**config.mk**
```make
export PLATFORM = sky130hd
export DESIGN_NAME = multu_hilo
export DESIGN_NICKNAME = d
export VERILOG_FILES = /design/src/rtl/multu_hilo_pkg.sv /design/src/rtl/multu_hilo.sv
export SDC_FILE = /design/constraint.sdc
export NUM_CORES = 1
export LEC_CHECK = 0
export ABC_AREA = 1
export CAP_MARGIN = 20
export CORE_UTILIZATION = 60
export CTS_CLUSTER_SIZE = 40
export DETAILED_ROUTE_END_ITERATION = 10
export PLACE_DENSITY = 0.82
export SYNTH_ARGS = -nofsm -noshare
export SYNTH_HDL_FRONTEND = slang
export SYNTH_SLANG_ARGS = --single-unit
```
**constraint.sdc**
```tcl
create_clock -name clk -period 20.4 [get_ports clk]
set_clock_uncertainty 0.1 [all_clocks]
set_input_delay 3.06 -clock clk [delete_from_list [all_inputs] [get_ports clk]]
set_output_delay 3.06 -clock clk [all_outputs]
set_load 0.005 [all_outputs]
```
**src/rtl/multu_hilo_pkg.sv**
```systemverilog
// EX-stage shared definitions: ALU/multiplier funct codes and the
// multiplier FSM state encoding. The EX-stage ALU imports the same package.
package multu_hilo_pkg;

    // Funct field codes (instr[5:0]) decoded in the EX stage
    localparam logic [5:0] FUNCT_AND   = 6'd36;
    localparam logic [5:0] FUNCT_OR    = 6'd37;
    localparam logic [5:0] FUNCT_ADD   = 6'd32;
    localparam logic [5:0] FUNCT_SUB   = 6'd34;
    localparam logic [5:0] FUNCT_SLT   = 6'd42;
    localparam logic [5:0] FUNCT_MULTU = 6'd25;
    localparam logic [5:0] FUNCT_MFHI  = 6'd16;
    localparam logic [5:0] FUNCT_MFLO  = 6'd18;

    // Sequential multiplier states
    typedef enum logic [1:0] {
        ST_IDLE = 2'd0,
        ST_RUN  = 2'd1,
        ST_DONE = 2'd2
    } mul_state_e;

endpackage

```
**src/rtl/multu_hilo.sv**
```systemverilog
// Unsigned shift-add multiplier with HI/LO registers for the EX stage.
// A MULTU funct in IDLE starts a WIDTH-cycle iterative multiply; the 2*WIDTH
// product is committed to HI/LO in the DONE cycle. MFHI/MFLO read back the
// committed HI/LO combinationally.
//
// Ports:
//   clk     - clock, rising edge
//   reset   - asynchronous active-high reset
//   dataA   - multiplicand (rs)
//   dataB   - multiplier (rt)
//   Signal  - funct code (MULTU starts, MFHI/MFLO select readback)
//   dataOut - HI, LO or 0 depending on Signal
//   busy    - high in RUN and DONE
//   done    - one-cycle pulse following the HI/LO commit
module multu_hilo
    import multu_hilo_pkg::*;
#(
    parameter int WIDTH = 32,
    parameter int CNT_W = 6
) (
    input  logic             clk,
    input  logic             reset,
    input  logic [WIDTH-1:0] dataA,
    input  logic [WIDTH-1:0] dataB,
    input  logic [5:0]       Signal,
    output logic [WIDTH-1:0] dataOut,
    output logic             busy,
    output logic             done
);

    mul_state_e         state_q,  state_d;
    logic [2*WIDTH-1:0] mcand_q,  mcand_d;
    logic [WIDTH-1:0]   mplier_q, mplier_d;
    logic [2*WIDTH-1:0] prod_q,   prod_d;
    logic [CNT_W-1:0]   cnt_q,    cnt_d;
    logic [WIDTH-1:0]   hi_q,     hi_d;
    logic [WIDTH-1:0]   lo_q,     lo_d;
    logic               busy_q,   busy_d;
    logic               done_q,   done_d;

    always_comb begin
        state_d  = state_q;
        mcand_d  = mcand_q;
        mplier_d = mplier_q;
        prod_d   = prod_q;
        cnt_d    = cnt_q;
        hi_d     = hi_q;
        lo_d     = lo_q;
        busy_d   = busy_q;
        done_d   = 1'b0;

        case (state_q)
            ST_IDLE: begin
                if (Signal == FUNCT_MULTU) begin
                    mcand_d  = {{WIDTH{1'b0}}, dataA};
                    mplier_d = dataB;
                    prod_d   = '0;
                    cnt_d    = '0;
                    busy_d   = 1'b1;
                    state_d  = ST_RUN;
                end
            end
            ST_RUN: begin
                if (mplier_q[0]) begin
                    prod_d = prod_q + mcand_q;
                end
                mcand_d  = mcand_q << 1;
                mplier_d = mplier_q >> 1;
                cnt_d    = cnt_q + CNT_W'(1);
                // Last of WIDTH iterations is the one issued with cnt = WIDTH-1
                if (cnt_q == CNT_W'(WIDTH - 1)) begin
                    state_d = ST_DONE;
                end
            end
            ST_DONE: begin
                hi_d    = prod_q[2*WIDTH-1:WIDTH];
                lo_d    = prod_q[WIDTH-1:0];
                done_d  = 1'b1;
                busy_d  = 1'b0;
                state_d = ST_IDLE;
            end
            default: begin
                busy_d  = 1'b0;
                state_d = ST_IDLE;
            end
        endcase
    end

    always_ff @(posedge clk or posedge reset) begin
        if (reset) begin
            state_q  <= ST_IDLE;
            mcand_q  <= '0;
            mplier_q <= '0;
            prod_q   <= '0;
            cnt_q    <= '0;
            hi_q     <= '0;
            lo_q     <= '0;
            busy_q   <= 1'b0;
            done_q   <= 1'b0;
        end else begin
            state_q  <= state_d;
            mcand_q  <= mcand_d;
            mplier_q <= mplier_d;
            prod_q   <= prod_d;
            cnt_q    <= cnt_d;
            hi_q     <= hi_d;
            lo_q     <= lo_d;
            busy_q   <= busy_d;
            done_q   <= done_d;
        end
    end

    always_comb begin
        dataOut = '0;
        if (Signal == FUNCT_MFHI) begin
            dataOut = hi_q;
        end else if (Signal == FUNCT_MFLO) begin
            dataOut = lo_q;
        end
    end

    assign busy = busy_q;
    assign done = done_q;

endmodule

```
# After elaboration in Yosys (flattened, before gate mapping)
# Cells that the tools add are included.
# Widths: inputs -> output; s select.
dict set report classes {
  muxes 17
  n_addsub 2
  n_reduce_logical 6
  n_eq_ne 9
  n_bitwise 1
}
# operator n
set ops {}
lappend ops {{$pmux 64 s2} 2}
lappend ops {{$mux 64} 3}
lappend ops {{$mux 32} 3}
lappend ops {{$add 64x64->64} 1}
lappend ops {{$pmux 32 s2} 1}
lappend ops {{$eq 6x5->1 const B} 4}
lappend ops {{$pmux 6 s2} 1}
lappend ops {{$add 6x1->6 const B} 1}
lappend ops {{$mux 6} 1}
lappend ops {{$ne 2x2->1 const B} 3}
lappend ops {{$reduce_and 2->1} 3}
lappend ops {{$mux 2} 2}
lappend ops {{$pmux 2 s2} 1}
lappend ops {{$reduce_and 3->1} 1}
lappend ops {{$eq 2x1->1 const B} 1}
lappend ops {{$eq 2x2->1 const B} 1}
lappend ops {{$logic_not 2->1} 1}
lappend ops {{$mux 1} 2}
lappend ops {{$pmux 1 s2} 1}
lappend ops {{$reduce_bool 2->1} 1}
lappend ops {{$not 1->1} 1}
dict set report totals {
  out_inout_bits 34
  wordCells 44
  reg_bits 234
}

# Longest topological paths before layout
# Gate-level depths: netlist (run 1).
dict set report logic_depth {
  depth_word 3
  depth_mapped 16
  mapped_depth_nobuf 16
}

# Worst setup path before layout (run 1)
# No wires, ideal clock.
dict set report synth_path {
  path_type {in2out}
  from {input port Signal[3]}
  to {output port dataOut[10]}
  arrival_ns 3.834
  n_path_buf 1
  t_required_ns 17.240
  setup_slack_ns 13.406
  path_stages 4
  cell_sequence {nor3_1 > nand3_1 > clkbuf_1 > o22ai_1}
}
dict set report synth_via {
  elab_chain_len 3
  elab_cells_between_ends 4
  cone_classes {eq/ne (2); mux (2)}
}
# item line_no
set synth_rtl {}
lappend synth_rtl {{from (decl)} multu_hilo.sv:25} ;# input logic [5:0] Signal,
lappend synth_rtl {{$eq 6x5->1} multu_hilo.sv:117} ;# end else if (Signal == FUNCT_MFLO) begin
lappend synth_rtl {{$mux 32} multu_hilo.sv:117}
lappend synth_rtl {{$mux 32 (*)} multu_hilo.sv:115} ;# if (Signal == FUNCT_MFHI) begin
lappend synth_rtl {{to (decl)} multu_hilo.sv:26} ;# output logic [WIDTH-1:0] dataOut,
# Every way passes the cells marked *; elsewhere a longest branch is shown, timed or not.

# Worst setup path after layout (run 1)
dict set report layout_path {
  from {input port Signal[3]}
  to {output port dataOut[3]}
}
# Same word-level chain as after synthesis.

==> results by group, run 1 <==
Clock tree
  – Clk_lat worst skew: around 0.54 ns
  – Post-CTS sizing: 0
  – CTS Root Buffer Type: clkbuf_16
  – Clk buf depth: 3
  – CTS sink cnt: 234
  – # Post-CTS Setup Buffers: 0
  – H-tree depth: 1
  – Hold buffer count at CTS: 0
  – CTS clk-pin slew, worst paths: 0.06 ns
  – CTS tree: yes
  – CTS buffer count: 25

Routing
  – 1st-pass router iterations: 6
  – DRC: 0
  – Avg WL per Cell: 16.9 um
  – Vias per inst: 5.42
  – Iteration-0 DRC count of the detailed router: 1554
  – Total Wirelength: 45500 um
  – Via count: 14600
  – Final ANT Viol Nets: 0

STA
  – Fin crit period: about 8.4 ns
  – Final setup violation count: 0
  – Final hold vios: 0
  – Setup TNS: 0 ns
  – Final Max Tran Viols: 0
  – Final period util: 41.4%
  – RSZ-0062 raised after global routing: false
  – Worst-Margin Slew: approximately 1.1 ns
  – Worst setup margin: 11.95 ns
  – Slew headroom: 28.9%
  – Achievable Freq: 118 MHz

Setup path
  – CP arrival: roughly 5.3 ns
  – WP data required: 17.24 ns
  – Crit Path Max Fanout: 18
  – Worst r2r src: state_q[0]
  – Crit path kind: in2out
  – RR Endpoint: mcand_q[1]
  – Reg2Reg Setup Slack: 16.72 ns
  – Worst setup EP type: output port
  – Crit start category: input pin
  – Critical path origin: Signal[3]
  – R2R cell count: 7

Outcome
  – Status: complete, no violations

Synthesis
  – Post-Synthesis Mean Instance Area: 6.70 um^2
  – Yosys reg bits: ~230
  – Sequential cell area fraction in the yosys report: 38.4%
  – Yosys Warn Count: 0
  – Primary FF master, synth: dfrtp_1
  – Netlist cell types: 34
  – Cells after Synth: around 2300
  – Post-Syn Nets: 2413
  – Async set-or-reset flop fraction in the synthesized netlist: 100%
  – Post-synth EDFFs: 0
  – Area of the mapped netlist: around 0.015 mm^2

Min path
  – Hold path cells: 2
  – Worst Hold End: busy
  – Min-delay src: busy
  – Hold Path Class: reg2reg

Cells and area
  – Fill count: 2091
  – Share of layout cells above drive strength 1: 3.29%
  – Final core occ: 70.9%
  – Area grow syn2layout: 14.5%
  – FF+latch area: 0.00586 mm^2
  – Multi-input logic area: 0.00721 mm^2
  – Number of antenna diodes: 0
  – Final nets: ~2500

Floorplan
  – Initial Utilization: between 60% and 70%
  – Chip height: 161 um
  – Row cnt: 57
  – Io pins: 106
  – Die ar.: 0.0260 mm^2
  – Total core area: 0.0246 mm^2
  – Die width: 161 um

GRT
  – Vias in the first global route: 14100
  – Initial antenna violation count: 0
  – GR Overflow Total: 0
  – Global-route wire length before repair: 73300 um
  – Largest net degree at the start of global routing: roughly 120
  – GR Util All Layers: 36.0%

Power and ir drop
  – Cell Pwr Density: 56.2 mW/mm^2
  – Worst vdd ir: 0.0000666 V
  – Post-layout total power: roughly 0.001 W
  – Leak Pwr: 8.87 nW

Flow run
  – Max cap viols: 0

Place
  – Dpl ws: 11.46 ns
  – Port Buffers: around 110
  – HPWL after DPL: about 34000 um
  – Final GP Congestion: 0.991
cell usage after synthesis, types with 6 or more instances:
cell type,n,area (um^2)
ha_1,64,801
nand3_1,78,390
nand4_1,10,62.6
xnor2_1,6,52.6
nor3_1,73,365
inv_1,499,1870
buf_2,9,45.0
nor2_1,127,477
o21ai_0,99,495
a21oi_1,57,285
nand2_1,798,3000
clkbuf_1,48,180
a221oi_2,10,150
a221oi_1,52,455
o22ai_1,64,400
dfrtp_1,234,5860
per-layer routing:
metal | wire (um) | global-route usage, % | up-vias | share of wire, %
met5 | 0 | 0 | - | 0
met4 | 1390 | 11.1 | 0 | 3.0
met3 | 2920 | 4.08 | 85 | 6.4
met2 | 20600 | 58.7 | 496 | 45
met1 | 20500 | 50.4 | 6778 | 45
li1 | - | - | 7237 | -
registers in the layout, indices dropped and copies added, names as in the netlist, 2 cells and up:
register,cells
hi_q,32
mcand_q,64
mplier_q,32
prod_q,64
cnt_q,6
state_q,2
lo_q,32
metrics by stage:
stage,hold WS (ns),instance area (um^2),instances
2_1_floorplan,0.368,15200,2276
3_3_place_gp,0.377,16500,2645
3_5_place_dp,0.371,16500,2645
4_1_cts,0.388,17400,2691
5_1_grt,0.396,17400,2695
6_report,0.387,17400,2695
power by group:
group          total (W)  switching, W  internal, W
Combinational  0.0000249     0.0000118    0.0000130
Clock           0.000492      0.000190     0.000302
Sequential      0.000464             0     0.000464
Total           0.000981      0.000201     0.000779
cell usage in the layout (no fill, tap or decap), types with 7 or more instances in the layout:
cell type	n
nor2_1	126
o22ai_1	64
clkbuf_8	7
a221oi_1	52
buf_4	7
clkdlybuf4s50_1	105
nand3_1	78
a21oi_1	57
ha_1	64
nor3_1	73
a221oi_2	10
clkbuf_16	25
dfrtp_1	234
inv_1	498
nand2_1	798
o21ai_0	99
nand4_1	10
cells by family after synthesis:
| group | Yosys count | synth area share, % |
|---|---|---|
| simple gates | 1103 | 28.9 |
| buf+inv | 570 | 14.4 |
| compound gates | 293 | 12.3 |
| flops | 234 | 38.4 |
| fa+ha+maj | 65 | 5.39 |
| xor+xnor | 11 | 0.632 |
worst max-delay path by stage:
stage               cells past startpoint          end
finish                                  6   dataOut[3]
global route                            6   dataOut[4]
CTS                                     5   dataOut[3]
detailed placement                      5  dataOut[10]
global placement                        5   dataOut[0]
floorplan                               1         busy
worst max-delay path: stages:
cell and delay, ns:
clkdlybuf4s50_1 0.43, nor3_1 0.27, nand3b_1 0.44, buf_8 0.33, o22ai_1 0.19, clkdlybuf4s50_1 0.56
final cells by class:
| class | count | share of cell area [%] |
|---|---|---|
| Multi-Input combinational cell | 1472 | 41.4 |
| Sequential cell | 234 | 33.6 |
| Inverter | 503 | 10.9 |
| Timing Repair Buffer | 116 | 6.77 |
| Clock buffer | 38 | 4.27 |
| Tap cell | 324 | 2.32 |
| Clock inverter | 8 | 0.861 |
No activity file was read; power rests on OpenSTA's default activity.
==> run 2, diff against run 1 <==
--- a/config.mk
+++ b/config.mk
@@ -7,10 +7,10 @@
 export LEC_CHECK = 0
 export ABC_AREA = 1
 export CAP_MARGIN = 20
-export CORE_UTILIZATION = 60
+export CORE_UTILIZATION = 54
 export CTS_CLUSTER_SIZE = 40
 export DETAILED_ROUTE_END_ITERATION = 10
-export PLACE_DENSITY = 0.82
+export PLACE_DENSITY = 0.78
 export SYNTH_ARGS = -nofsm -noshare
 export SYNTH_HDL_FRONTEND = slang
 export SYNTH_SLANG_ARGS = --single-unit
==> constraint.sdc (replaced) <==
create_clock -name clk -period 7.05 [get_ports clk]
set_clock_uncertainty 0.1 [all_clocks]
set_input_delay 1.0575 -clock clk [delete_from_list [all_inputs] [get_ports clk]]
set_output_delay 1.0575 -clock clk [all_outputs]
set_load 0.005 [all_outputs]
==> results by group, run 2 (synthesized netlist as in run 1, its figures left out) <==
STA
  – Fin crit period: 4.60 ns
  – Final setup violation count: 0
  – Achievable Freq: ~220 MHz
  – Final Max Tran Viols: 0
  – Slew headroom: 28.5%
  – Setup TNS: 0 ns
  – Worst-Margin Slew: between 1 and 1.5 ns
  – Final period util: 65.2%
  – RSZ-0062 raised after global routing: false
  – Final hold vios: 0

GRT
  – Vias in the first global route: roughly 14000
  – GR Overflow Total: 0
  – Global-route wire length before repair: 73200 um
  – Largest net degree at the start of global routing: 141
  – GR Util All Layers: 32.6%
  – Initial antenna violation count: 0

Setup path
  – Crit start category: input pin
  – WP data required: just under 6 ns
  – CP arrival: 3.44 ns
  – Max stage delay on crit path: 0.57 ns
  – CP delay by family, top: buffers and inverters
  – Crit Path Max Fanout: 18
  – Worst setup EP type: output port
  – Cell at the slowest stage of the critical path: clkdlybuf4s50_1
  – CP dominant cell by count: clkdlybuf4s50_1
  – RR Endpoint: prod_q[1]
  – Buffers & Inverters on Critical Path: 3
  – Worst r2r src: state_q[0]
  – Critical Path, Cell by Cell: clkdlybuf4s50_1 > nor3_1 > nand3b_1 > buf_4 > o22ai_1 > clkdlybuf4s50_1
  – Reg2Reg Setup Slack: 3.23 ns
  – R2R cell count: 10
  – Crit path kind: in2out

Cells and area
  – Most frequent cells in the layout: 798 x nand2_1, 498 x inv_1, 234 x dfrtp_1
  – Share of layout cells above drive strength 1: approximately 3.3%
  – Area grow syn2layout: 14.8%
  – Final nets: 2492
  – Final non-filler cell total: approximately 2700
  – Biggest regs: mcand_q x64, prod_q x64
  – Number of antenna diodes: 0
  – Most common cell after layout, fill and taps aside: nand2_1

Min path
  – Min-delay src: busy
  – Hold Path Class: reg2reg
  – Hold path cells: 2
  – Worst Hold End: busy

Routing
  – Iteration-0 DRC count of the detailed router: roughly 1200
  – Avg WL per Cell: 16.6 um
  – DRC: 0
  – Total Wirelength: 45600 um
  – Via count: 14500
  – Vias per inst: 5.26
  – Final ANT Viol Nets: 0
  – 1st-pass router iterations: 6

Clock tree
  – Post-CTS sizing: 0
  – CTS clk-pin slew, worst paths: approximately 0.050 ns
  – CTS sink cnt: 234
  – CTS tree: yes
  – Clk buf depth: 3
  – CTS buffer count: 26
  – Hold buffer count at CTS: 0
  – H-tree depth: 1
  – CTS Root Buffer Type: clkbuf_16
  – # Post-CTS Setup Buffers: 0
  – Clk_lat worst skew: 0.54 ns

Floorplan
  – Die width: 170 um
  – Io pins: 106
  – Chip height: 170 um
  – Row cnt: 61
  – Initial Utilization: between 50% and 60%
  – Die ar.: around 0.029 mm^2
  – Total core area: 0.0278 mm^2

Flow run
  – Max cap viols: 0

Place
  – HPWL after DPL: 34600 um
  – Final GP Congestion: 0.969
  – Port Buffers: between 100 and 150
  – Placed Instances: 2703

Power and ir drop
  – Worst vdd ir: around 0.0002 V
  – Cell Pwr Density: 160 mW/mm^2
  – Leak Pwr: around 8.9 nW

Outcome
  – Status: complete, no violations
run 2: cell count changes in the layout (fill, tap and decap cells not counted):
cell        previous run  this run
buf_4                  7        10
buf_8                  2         0
bufinv_16              4         2
clkbuf_16             25        27
clkinvlp_4             1         3
buf_12                 1         2
clkbuf_1               6         5
clkbuf_8               7         6
clkinv_2               1         2
clkinv_4               1         0
inv_6                  1         0
inv_8                  1         0
run 2: how the worst max path moves through the flow:
| stage | slack, ns | to | startpoint | cells past startpoint |
|---|---|---|---|---|
| floorplan | 2.83 | busy | reset | 1 |
| global placement | 2.52 | cnt_q[3] | Signal[4] | 13 |
| detailed placement | 2.44 | cnt_q[3] | Signal[4] | 13 |
| CTS | 2.48 | dataOut[17] | Signal[2] | 6 |
| global route | 2.29 | dataOut[17] | Signal[3] | 6 |
| finish | 2.45 | dataOut[17] | Signal[3] | 6 |
run 2: worst register-to-register path, cell delays in order (launching register included):
cell and delay [ns]:
dfrtp_1 0.42, inv_2 0.10, nor2_4 0.03, buf_4 0.29
inv_2 0.78, nor2_4 0, buf_4 0.37, nor2_4 0.91
buf_4 0.52, inv_1 0.09, o22ai_1 0.12
run 2: power by group:
group,switching [W],internal [W],total (W)
combinational,0.0000352,0.0000370,0.0000722
clock,0.000554,0.000829,0.00138
sequential,0,0.00134,0.00134
run 2: metal layers:
layer	wire length [um]	global-route usage [%]	share of wire (%)
met1	20700	45.3	45
met2	20300	52.3	44
met3	2980	4.35	6.5
met4	1610	11.1	3.5
met5	0	0	0
run 2: cell type report:
type | count | area (um^2)
Timing Repair Buffer | 118 | 1190
Multi-Input combinational cell | 1472 | 7210
Clock buffer | 38 | 777
Tap cell | 378 | 473
Inverter | 503 | 1890
Clock inverter | 6 | 85.1
Fill cell | 2630 | 10300
Sequential cell | 234 | 5860
run 2: stage by stage:
step / utilization, % / worst slack (ns) / cell area, um^2 / hold slack (ns) / power [W]
finish: 63.0 / 2.45 / 17500 / 0.388 / 0.00280
global route: 63.0 / 2.29 / 17500 / 0.433 / 0.00287
CTS: 62.8 / 2.48 / 17400 / 0.394 / 0.00282
detailed placement: 59.7 / 2.44 / 16600 / 0.376 / 0.00144
global placement: 59.7 / 2.52 / 16600 / 0.374 / 0.00144
floorplan: - / 2.83 / 15200 / 0.368 / 0.00139
